==> src/rtl/sram_100_qsys_slave_arbiter_pkg.sv <==
// Shared definitions for the two-master SRAM slave arbiter: FSM states,
// master IDs and the round-robin pick used when both masters request together.
package sram_100_qsys_slave_arbiter_pkg;

  typedef enum logic {
    ST_IDLE = 1'b0,
    ST_BUSY = 1'b1
  } arb_state_e;

  localparam logic MID_0 = 1'b0;
  localparam logic MID_1 = 1'b1;

  localparam int RD_LAT_MIN = 1;
  localparam int RD_LAT_MAX = 8;

  // Only meaningful when at least one master is requesting.
  function automatic logic rr_pick(input logic req0, input logic req1, input logic last_grant);
    if (req0 && req1) begin
      return ~last_grant;
    end
    return req0 ? MID_0 : MID_1;
  endfunction

endpackage

==> src/rtl/sram_100_qsys_slave_arbiter_rdlat_pipe.sv <==
// Fixed-latency return tracker: remembers which master issued each accepted
// read so the slave's read data can be steered back DEPTH cycles later.
module sram_100_qsys_slave_arbiter_rdlat_pipe
  import sram_100_qsys_slave_arbiter_pkg::*;
#(
  parameter int DEPTH = 2
) (
  input  logic clock,
  input  logic reset,
  input  logic push_vld,
  input  logic push_id,
  output logic pop_vld,
  output logic pop_id
);

  logic [DEPTH-1:0] vld_q;
  logic [DEPTH-1:0] id_q;

  // NOTE: sequential state always uses non-blocking assignments so every
  // stage samples the previous stage's old value at the same clock edge.
  always_ff @(posedge clock) begin
    if (reset) begin
      vld_q <= '0;
    end else begin
      vld_q[0] <= push_vld;
      for (int i = 1; i < DEPTH; i++) begin
        vld_q[i] <= vld_q[i-1];
      end
    end
  end

  // NOTE: the ID bits carry no reset; they are only ever observed when the
  // matching valid bit is set, and that bit is cleared by reset.
  always_ff @(posedge clock) begin
    id_q[0] <= push_id;
    for (int i = 1; i < DEPTH; i++) begin
      id_q[i] <= id_q[i-1];
    end
  end

  assign pop_vld = vld_q[DEPTH-1];
  assign pop_id  = id_q[DEPTH-1];

endmodule

==> src/rtl/sram_100_qsys_slave_arbiter.sv <==
// Two-master round-robin arbiter in front of one fixed-read-latency Avalon-MM
// slave: one command in flight on the slave port, reads routed back by issuer.
module sram_100_qsys_slave_arbiter
  import sram_100_qsys_slave_arbiter_pkg::*;
#(
  parameter  int ADDR_W = 20,
  parameter  int DATA_W = 32,
  parameter  int RD_LAT = 2,
  localparam int BE_W   = DATA_W / 8
) (
  input  logic              clock,
  input  logic              reset,

  input  logic [ADDR_W-1:0] m0_address,
  input  logic              m0_read,
  input  logic              m0_write,
  input  logic [DATA_W-1:0] m0_writedata,
  input  logic [BE_W-1:0]   m0_byteenable,
  output logic              m0_waitrequest,
  output logic [DATA_W-1:0] m0_readdata,
  output logic              m0_readdatavalid,

  input  logic [ADDR_W-1:0] m1_address,
  input  logic              m1_read,
  input  logic              m1_write,
  input  logic [DATA_W-1:0] m1_writedata,
  input  logic [BE_W-1:0]   m1_byteenable,
  output logic              m1_waitrequest,
  output logic [DATA_W-1:0] m1_readdata,
  output logic              m1_readdatavalid,

  output logic [ADDR_W-1:0] s_address,
  output logic              s_read,
  output logic              s_write,
  output logic [DATA_W-1:0] s_writedata,
  output logic [BE_W-1:0]   s_byteenable,
  input  logic              s_waitrequest,
  input  logic [DATA_W-1:0] s_readdata
);

  arb_state_e state_q, state_d;
  logic       grant_q, grant_d;
  logic       last_grant_q, last_grant_d;

  logic       req0, req1;
  logic       sel_read, sel_write;
  logic       accept;
  logic       pop_vld, pop_id;

  assign req0 = m0_read | m0_write;
  assign req1 = m1_read | m1_write;

  // Command path follows the registered grant, so it is stable across stalls.
  assign sel_read     = (grant_q == MID_1) ? m1_read       : m0_read;
  assign sel_write    = (grant_q == MID_1) ? m1_write      : m0_write;
  assign s_address    = (grant_q == MID_1) ? m1_address    : m0_address;
  assign s_writedata  = (grant_q == MID_1) ? m1_writedata  : m0_writedata;
  assign s_byteenable = (grant_q == MID_1) ? m1_byteenable : m0_byteenable;

  // NOTE: every output of this block gets a default first, so no path through
  // the case statement can leave a signal unassigned and infer a latch.
  always_comb begin
    state_d        = state_q;
    grant_d        = grant_q;
    last_grant_d   = last_grant_q;
    s_read         = 1'b0;
    s_write        = 1'b0;
    m0_waitrequest = 1'b1;
    m1_waitrequest = 1'b1;
    accept         = 1'b0;

    case (state_q)
      ST_IDLE: begin
        if (req0 || req1) begin
          grant_d = rr_pick(req0, req1, last_grant_q);
          state_d = ST_BUSY;
        end
      end
      ST_BUSY: begin
        if (grant_q == MID_1) begin
          m1_waitrequest = s_waitrequest;
        end else begin
          m0_waitrequest = s_waitrequest;
        end
        if (!(sel_read || sel_write)) begin
          // Granted master withdrew its request: drop the slot, keep RR order.
          state_d = ST_IDLE;
        end else begin
          s_write = sel_write;
          s_read  = sel_read & ~sel_write;
          if (!s_waitrequest) begin
            accept       = 1'b1;
            last_grant_d = grant_q;
            state_d      = ST_IDLE;
          end
        end
      end
      default: begin
        state_d = ST_IDLE;
      end
    endcase

    // Reset is synchronous, so the registers may hold anything until the
    // first edge; keep the bus quiet for the whole reset window.
    if (reset) begin
      s_read         = 1'b0;
      s_write        = 1'b0;
      m0_waitrequest = 1'b1;
      m1_waitrequest = 1'b1;
      accept         = 1'b0;
    end
  end

  always_ff @(posedge clock) begin
    if (reset) begin
      state_q      <= ST_IDLE;
      grant_q      <= MID_0;
      last_grant_q <= MID_1;
    end else begin
      state_q      <= state_d;
      grant_q      <= grant_d;
      last_grant_q <= last_grant_d;
    end
  end

  sram_100_qsys_slave_arbiter_rdlat_pipe #(
    .DEPTH (RD_LAT)
  ) u_rdlat_pipe (
    .clock    (clock),
    .reset    (reset),
    .push_vld (accept & s_read),
    .push_id  (grant_q),
    .pop_vld  (pop_vld),
    .pop_id   (pop_id)
  );

  assign m0_readdata      = s_readdata;
  assign m1_readdata      = s_readdata;
  assign m0_readdatavalid = pop_vld & ~reset & (pop_id == MID_0);
  assign m1_readdatavalid = pop_vld & ~reset & (pop_id == MID_1);

endmodule

==> config.mk <==
export PLATFORM = sky130hd
export DESIGN_NAME = sram_100_qsys_slave_arbiter
export DESIGN_NICKNAME = d
export VERILOG_FILES = /design/src/rtl/sram_100_qsys_slave_arbiter_pkg.sv /design/src/rtl/sram_100_qsys_slave_arbiter_rdlat_pipe.sv /design/src/rtl/sram_100_qsys_slave_arbiter.sv
export SDC_FILE = /design/constraint.sdc
export NUM_CORES = 1
export LEC_CHECK = 0
export CAP_MARGIN = 10
export CORE_AREA = 4 4 107 109
export CTS_BUF_LIST = sky130_fd_sc_hd__clkbuf_16
export CTS_CLUSTER_DIAMETER = 50
export DETAILED_ROUTE_END_ITERATION = 8
export DIE_AREA = 0 0 111 113
export PLACE_DENSITY = 0.67
export SLEW_MARGIN = 40
export SYNTH_ARGS = -nofsm -noshare
export SYNTH_HDL_FRONTEND = slang
export SYNTH_SLANG_ARGS = --single-unit
==> constraint.sdc <==
create_clock -name clock -period 2.1 [get_ports clock]
set_input_delay 0.315 -clock clock [delete_from_list [all_inputs] [get_ports clock]]
set_output_delay 0.315 -clock clock [all_outputs]
set_load 0.01 [all_outputs]
Word-level counts from Yosys, hierarchy flattened
Index checks and enable logic that the tools add are counted.
Widths: inputs -> output; s select.
- output and inout port bits: 126
- register bits after elaboration: 7
- input bits: 151
- reductions and logical operators: 5
- bitwise gates (word level): 13
- muxes and demuxes: 31
- operators with widths (operator ; count):
    $mux 32 ; 1
    $mux 1 ; 27
    $mux 20 ; 1
    $not 1->1 ; 6
    $and 1x1->1 ; 5
    $mux 4 ; 1
    $reduce_and 3->1 ; 1
    $logic_or 1x1->1 ; 2
    $or 1x1->1 ; 2
    $pmux 1 s2 ; 1
    $reduce_and 2->1 ; 1
    $logic_and 1x1->1 ; 1

Depth between registers and ports, before layout
Gate-level depths: netlist of run 1.
- word-level depth: 7
- gate-level depth with buffers: 4
- gate-level depth less buffers: 3

Modules after synthesis
Synthesis of run 1 repeated with hierarchy kept, for this count alone.
- cells, all modules: 165
- area total of the unflattened synthesis: 1511.4 um^2
- by module, submodules not included (module ; cells an instance ; instances ; area each (um^2) ; sequential area each (um^2)):
    sram_100_qsys_slave_arbiter ; 159 ; 1 ; 1418.9 ; 60.1
    sram_100_qsys_slave_arbiter_rdlat_pipe ; 6 ; 1 ; 92.6 ; 80.1

Worst setup path after synthesis of run 1
Ideal clock, no wire load.
- path kind: register to output
- start: register grant_q
- end: output port s_read
- slack: 0.811 ns
- required time: 1.785 ns
- data arrival time: 0.974 ns
- cell stages (with the launch flop): 4
- path through: dfxtp_1 > buf_6 > o32a_1 > nor2_1
- cells in the longest elaborated chain, start to end: 6
- elaborated cells on any way between the ends: 8
- those cells by class: 5 x mux; 2 x bitwise; 1 x reduce/logical
- ends and longest elaborated chain (what ; RTL line ; source):
    start, declared ; sram_100_qsys_slave_arbiter.sv:42 ; logic grant_q, grant_d;
    start signal, assigned ; sram_100_qsys_slave_arbiter.sv:121 ; grant_q <= grant_d;
    $mux 1 ; sram_100_qsys_slave_arbiter.sv:55 ; assign sel_write = (grant_q == MID_1) ? m1_write : m0_write;
    $not 1->1 ; sram_100_qsys_slave_arbiter.sv:90 ; s_read = sel_read & ~sel_write;
    $and 1x1->1 ; sram_100_qsys_slave_arbiter.sv:90 ;
    $mux 1 (*) ; sram_100_qsys_slave_arbiter.sv:85 ; if (!(sel_read || sel_write)) begin
    $mux 1 (*) ; sram_100_qsys_slave_arbiter.sv:72 ; case (state_q)
    $mux 1 (*) ; sram_100_qsys_slave_arbiter.sv:105 ; if (reset) begin
    end, declared ; sram_100_qsys_slave_arbiter.sv:33 ; output logic s_read,
Mark *: on every way between the ends. The rest lies on a longest branch, timed or not.

Worst setup path after layout of run 1
- start: input port reset
- end: output port m0_readdatavalid
- cells in the longest elaborated chain, start to end: 3
- ends and longest elaborated chain (what ; RTL line ; source):
    start, declared ; sram_100_qsys_slave_arbiter.sv:12 ; input logic reset,
    $not 1->1 ; sram_100_qsys_slave_arbiter.sv:139 ; assign m0_readdatavalid = pop_vld & ~reset & (pop_id == MID_0);
    $and 1x1->1 (2 in a row) ; sram_100_qsys_slave_arbiter.sv:139 ;
    end, declared ; sram_100_qsys_slave_arbiter.sv:21 ; output logic m0_readdatavalid,
Every way passes these cells.

==> out/metrics.cfg, run 1 <==
[placed_design]
detailedPlacementHpwl_mm=5.27
numPlacedInstances=421
pre_cts_slack_ns=-0.0402
io_buffer_count=180
gp_congestion=0.821
post_place_instance_area_um2=3010

[global_route]
globalRoute.totalOverflow=0
grt_start_max_net_pins=32
grt_antenna_before_repair=0
grt_first_pass_wirelength_mm=9.11
number_of_global_route_vias_before_repair=1650
track_usage_pct=8.66

[sta]
setup_total_negative_slack_ns=0
report.final.hold_viol_count=0
skew_ns=0.00260
final.period_utilization_pct=97.9
finalSetupViolations=0
relSlewSlack_pct=83.7
postLayoutSetupSlackWorst_ns=0.0448
hold_ws_ns=0.324
slew_violations=0
worst_slew_pin_tran_ns=0.244
clock_period_minus_worst_slack_ns=2.06
timing.fmax_ghz=0.487

[floorplanning]
fp-row-count=38
die_x_um=111
core-area_um2=10600
fp.dieArea_um2=12500
top_level_ports=277
die_height_um=113
initial_utilization_pct=14.0

[detailed_routing]
drt_first_iter_violations=41
drt-vias-per-instance=3.55
route.final.wire_length_mm=6.28
antenna_left=0
vias=1512
detail_route.drc_violations=0
dr.pass1.iters=4
route.detailed.wl_per_inst_um=14.7

[synth]
syn_avg_cell_area_um2=9.07
register_bit_total_from_synthesis=7
synthesis.area_um2=1490
postSynthNetCount=315
netlist_instances=164
yosysWarningCount=0
yosys.cell_types.count=21
synth-seq-area-share_pct=9.42

[worst_setup_path]
endpoint_required_time_on_the_critical_path_ns=1.78
crit_path_start_kind=input port
worst_ep_arrival_time_ns=1.74
critical-path-max-stage-delay_ns=0.58
crit_end_element=primary output
critPathMostFrequentCell=sky130_fd_sc_hd__clkdlybuf4s50_1
cp_cell_sequence=clkdlybuf4s50_1 > buf_4 > nor3b_1 > clkdlybuf4s50_1
cpMaxStageDelayCell=sky130_fd_sc_hd__clkdlybuf4s50_1
worst_path_fanout_max=7
timing.setup.critical_path_class=in2out

[power]
power.combinational.fraction_pct=61.4
switching_power_w=0.000318
power.switching_fraction_pct=25.7
vdd.ir_drop.worst_mv=0.397
p_clk_share_pct=25.6
pwr-share-seq_pct=13.0
power.density_cell_area_nw_per_um2=396
intPower_w=0.000919
p_leak_nw=1.13

[cells_and_area]
most-common-layout-cells=sky130_fd_sc_hd__clkdlybuf4s50_1, sky130_fd_sc_hd__mux2_2, sky130_fd_sc_hd__nor2_1, sky130_fd_sc_hd__dfxtp_1, sky130_fd_sc_hd__buf_4
layout.nets=438
final_layout_size_suffix_gt1_share_pct=24.8
num_antenna_cells=0
layout.cells.non_filler=426
final.fill_count=1102
layout_commonest_cell=sky130_fd_sc_hd__clkdlybuf4s50_1
design_area_um2=3120
layout_stage_area_growth_over_the_synthesis_result_pct=110

[clock_tree]
clock-root-buffer=sky130_fd_sc_hd__clkbuf_16
worstSkewPairLatency_ns=0.23
clock_tree.buffer_depth=2
cts-hold-fix-buffers=0
clk_pin_slew_ns=0.04
tritoncts.num_buffers=3
cts_max_level=1
tritoncts_clock_tree=yes
clock_sink_count=7

[flow_run]
cap_violations=0

[status]
run_status=complete, no violations

[hold_path]
min-delay-path-class=reg2reg

==> final timing paths <==
kind,startpoint,endpoint,slack (ns),cells past startpoint
setup / recovery,reset,m0_readdatavalid,0.04,4
hold / removal,u_rdlat_pipe.id_q[0]$_DFF_P_,u_rdlat_pipe.id_q[1]$_DFF_P_,0.32,0
setup reg to reg,grant_q$_SDFFE_PP0P_,u_rdlat_pipe.vld_q[0]$_SDFF_PP0_,0.87,5
hold reg to reg,u_rdlat_pipe.id_q[0]$_DFF_P_,u_rdlat_pipe.id_q[1]$_DFF_P_,0.32,0
==> worst max-delay path, delay by kind of cell <==
family        cells  cell delay (ns)
buf+inv           3             1.19
simple gates      1             0.24
==> state kept, by name, indices dropped and copies added, names as in the netlist <==
signal,flops
last_grant_q,1
state_q,1
grant_q,1
u_rdlat_pipe.id_q,2
u_rdlat_pipe.vld_q,2
==> metal layers <==
layer,part of all wire (%),global-route usage (%)
met5,0,0
met3,7.4,2.89
met2,51,14.7
met1,40,10.5
met4,0.80,2.46
==> layout make-up <==
cell class                 count  area, um2  share of cell area, %
multi-input combinational     85        807                   25.9
clock buffer                   3       75.1                   2.40
sequential                     7        144                   4.61
clock inverter                 1       3.75                  0.120
tap                          140        175                   5.61
timing repair buffer         189       1910                   61.3
inverter                       1       3.75                  0.120
==> cell families (layout without fill, tap and decap cells) <==
group,count (synthesis),count (layout),share of synthesized area (%)
buf+inv,72,194,36.3
mux,57,57,43.1
simple gates,18,18,6.73
compound gates,10,10,4.46
flops,7,7,9.42
==> timing repair <==
action,CTS,global route
endpoints found under the setup margin,1,27
setup buffers,0,0
pin swaps,0,0
resized for setup,1,2
gates cloned,0,1
==> cell usage after synthesis, drive strengths merged <==
master	instances	area, um2
nor3	1	10.0
o21ai	3	15.0
buf	71	537
or3	1	6.26
a21oi	3	15.0
nor3b	1	7.51
nand2b	3	18.8
inv	1	3.75
a2bb2oi	1	8.76
o21ba	1	10.0
dfxtp	7	140
or3b	1	8.76
and3b	1	8.76
o21bai	1	7.51
nand2	3	11.3
mux2	56	631
o32a	1	10.0
mux2i	1	10.0
nor2	6	22.5
nor2b	1	6.26
==> through the flow <==
| stage | util (%) | total power [W] |
|---|---|---|
| floorplan | - | 0.000558 |
| global placement | 28.4 | 0.000909 |
| detailed placement | 28.4 | 0.000912 |
| CTS | 29.2 | 0.00124 |
| global route | 29.4 | 0.00130 |
| finish | 29.4 | 0.00124 |
==> power by group through the flow <==
stage	sequential, W	clock [W]	combinational [W]
2_1_floorplan	0.000153	0	0.000404
5_1_grt	0.000162	0.000334	0.000801
4_1_cts	0.000159	0.000321	0.000758
3_5_place_dp	0.000161	0	0.000751
3_3_place_gp	0.000160	0	0.000749
6_report	0.000161	0.000316	0.000760
Note: power is estimated with default switching activity, not from simulation.
==> run 2: changes to the inputs <==
Settings changed: PLACE_DENSITY 0.67 to 0.68.
==> out/metrics.cfg, run 2 (synthesized netlist as in run 1, its figures left out) <==
[sta]
finalSetupViolations=0  ; unchanged
final.period_utilization_pct=96.3  ; was 97.9%
relSlewSlack_pct=85.1  ; was 83.7%
setup_total_negative_slack_ns=0  ; unchanged
clock_period_minus_worst_slack_ns=2.02  ; was 2.06 ns
skew_ns=0.00374  ; was 0.00260 ns
report.final.hold_viol_count=0  ; unchanged
worst_slew_pin_tran_ns=0.218  ; was 0.244 ns
timing.fmax_ghz=0.495  ; was 0.487 GHz
rsz0062_at_grt=false
slew_violations=0  ; unchanged

[cells_and_area]
multiInputGateArea_um2=810  ; was 807 um2
largest_registers=u_rdlat_pipe.id_q: 2 flops, u_rdlat_pipe.vld_q: 2 flops  ; unchanged
num_antenna_cells=0  ; unchanged
final.fill_count=1122  ; was 1102
layout.nets=439  ; was 438
final_layout_size_suffix_gt1_share_pct=25.4  ; was 24.8%
layout_commonest_cell=sky130_fd_sc_hd__clkdlybuf4s50_1  ; unchanged
register_area_um2=144  ; unchanged
layout_stage_area_growth_over_the_synthesis_result_pct=111  ; was 110%
most-common-layout-cells=sky130_fd_sc_hd__clkdlybuf4s50_1, sky130_fd_sc_hd__mux2_2, sky130_fd_sc_hd__nor2_1, sky130_fd_sc_hd__dfxtp_1, sky130_fd_sc_hd__buf_4  ; unchanged

[floorplanning]
fp.dieArea_um2=12500  ; unchanged
fp-row-count=38  ; unchanged
initial_utilization_pct=14.0  ; unchanged
die_x_um=111  ; unchanged
top_level_ports=277  ; unchanged
core-area_um2=10600  ; unchanged
die_height_um=113  ; unchanged

[flow_run]
cap_violations=0  ; unchanged

[detailed_routing]
drt-vias-per-instance=3.68  ; was 3.55
route.detailed.wl_per_inst_um=14.2  ; was 14.7 um
drt_first_iter_violations=15  ; was 41
dr.pass1.iters=3  ; was 4
detail_route.drc_violations=0  ; unchanged
vias=1573  ; was 1512
antenna_left=0  ; unchanged
route.final.wire_length_mm=6.06  ; was 6.28 mm

[global_route]
track_usage_pct=8.45  ; was 8.66%
grt_start_max_net_pins=33  ; was 32
number_of_global_route_vias_before_repair=1701  ; was 1650
grt_antenna_before_repair=0  ; unchanged
globalRoute.totalOverflow=0  ; unchanged
grt_first_pass_wirelength_mm=8.78  ; was 9.11 mm

[clock_tree]
clock_tree.buffer_depth=2  ; unchanged
clk_pin_slew_ns=0.04  ; about the same
tritoncts_clock_tree=yes  ; unchanged
cts_setup_buffers=0  ; unchanged
worstSkewPairLatency_ns=0.23  ; about the same
clock-root-buffer=sky130_fd_sc_hd__clkbuf_16  ; unchanged
cts_max_level=1  ; unchanged
tritoncts.num_buffers=3  ; unchanged
clock_sink_count=7  ; unchanged
cts-hold-fix-buffers=0  ; unchanged

[power]
power.density_cell_area_nw_per_um2=394  ; was 396 nW/um2
p_leak_nw=1.14  ; was 1.13 nW
power_w=0.00124  ; about the same
vdd.ir_drop.worst_mv=0.223  ; was 0.397 mV

[worst_setup_path]
worst_ep_arrival_time_ns=1.71  ; was 1.74 ns
endpoint_required_time_on_the_critical_path_ns=1.78  ; about the same
worst_path_fanout_max=16  ; was 7
crit_path_start_kind=flip-flop  ; was input port
crit_end_element=primary output  ; unchanged
timing.setup.critical_path_class=reg2out  ; was in2out

[placed_design]
io_buffer_count=180  ; unchanged
gp_congestion=0.767  ; was 0.821
detailedPlacementHpwl_mm=5.25  ; was 5.27 mm

[hold_path]
min-delay-path-class=reg2reg  ; unchanged

[status]
run_status=complete, no violations  ; unchanged

## run 2: cell count changes in the layout (fill, tap and decap cells not counted), sizes merged
cell,previous run,this run
buf,8,9
## run 2: path summary, 6_finish.rpt
path	endpoint	startpoint	depth (start not counted)	slack (ns)
setup / recovery	s_writedata[15]	grant_q$_SDFFE_PP0P_	3	0.08
hold / removal	u_rdlat_pipe.id_q[1]$_DFF_P_	u_rdlat_pipe.id_q[0]$_DFF_P_	0	0.32
setup reg to reg	u_rdlat_pipe.vld_q[0]$_SDFF_PP0_	grant_q$_SDFFE_PP0P_	3	0.93
hold reg to reg	u_rdlat_pipe.id_q[1]$_DFF_P_	u_rdlat_pipe.id_q[0]$_DFF_P_	0	0.32
## run 2: repair_timing
| action | CTS | global route |
|---|---|---|
| setup endpoints to repair | 1 | 37 |
| gates cloned | 0 | 1 |
| gates resized for setup | 1 | 4 |
| pin swaps | 0 | 0 |
## run 2: area by class of cell
type	instances	share of cell area, %
Timing Repair Buffer	190	61.4
Multi-Input combinational cell	85	25.8
Tap cell	140	5.59
Sequential cell	7	4.59
Clock buffer	3	2.39
Clock inverter	1	0.120
Inverter	1	0.120
## run 2: where the power goes
part | switching, W | leakage, nW | internal [W]
combinational | 0.000226 | 1.04 | 0.000529
clock | 0.0000722 | 0.0423 | 0.000248
sequential | 0.0000156 | 0.0583 | 0.000146
total | 0.000314 | 1.14 | 0.000923
## run 2: through the flow
stage / setup WS, ns / utilization [%] / hold slack [ns] / cells / area (um2)
final: 0.0787 / 29.6 / 0.323 / 427 / 3140
after global routing: 0.0206 / 29.6 / 0.326 / 427 / 3140
after CTS: 0.000959 / 29.2 / 0.323 / 426 / 3100
after detailed placement: -0.108 / 28.5 / 0.315 / 422 / 3020
after global placement: -0.104 / 28.5 / 0.310 / 422 / 3020
after floorplan: 0.811 / - / 0.310 / 164 / 1490
## run 2: routing by layer
layer	part of all wire (%)	GRT usage [%]	vias up
met3	8.3	2.41	21
met2	55	16.5	91
met4	1.9	3.20	0
met5	0	0	-
li1	-	-	745
met1	34	8.40	716
## run 2: worst max-delay path: stages, from the launching register on
cell	delay, ns
sky130_fd_sc_hd__dfxtp_4	0.43
sky130_fd_sc_hd__clkbuf_16	0.21
sky130_fd_sc_hd__mux2_2	0.34
sky130_fd_sc_hd__clkdlybuf4s50_1	0.48
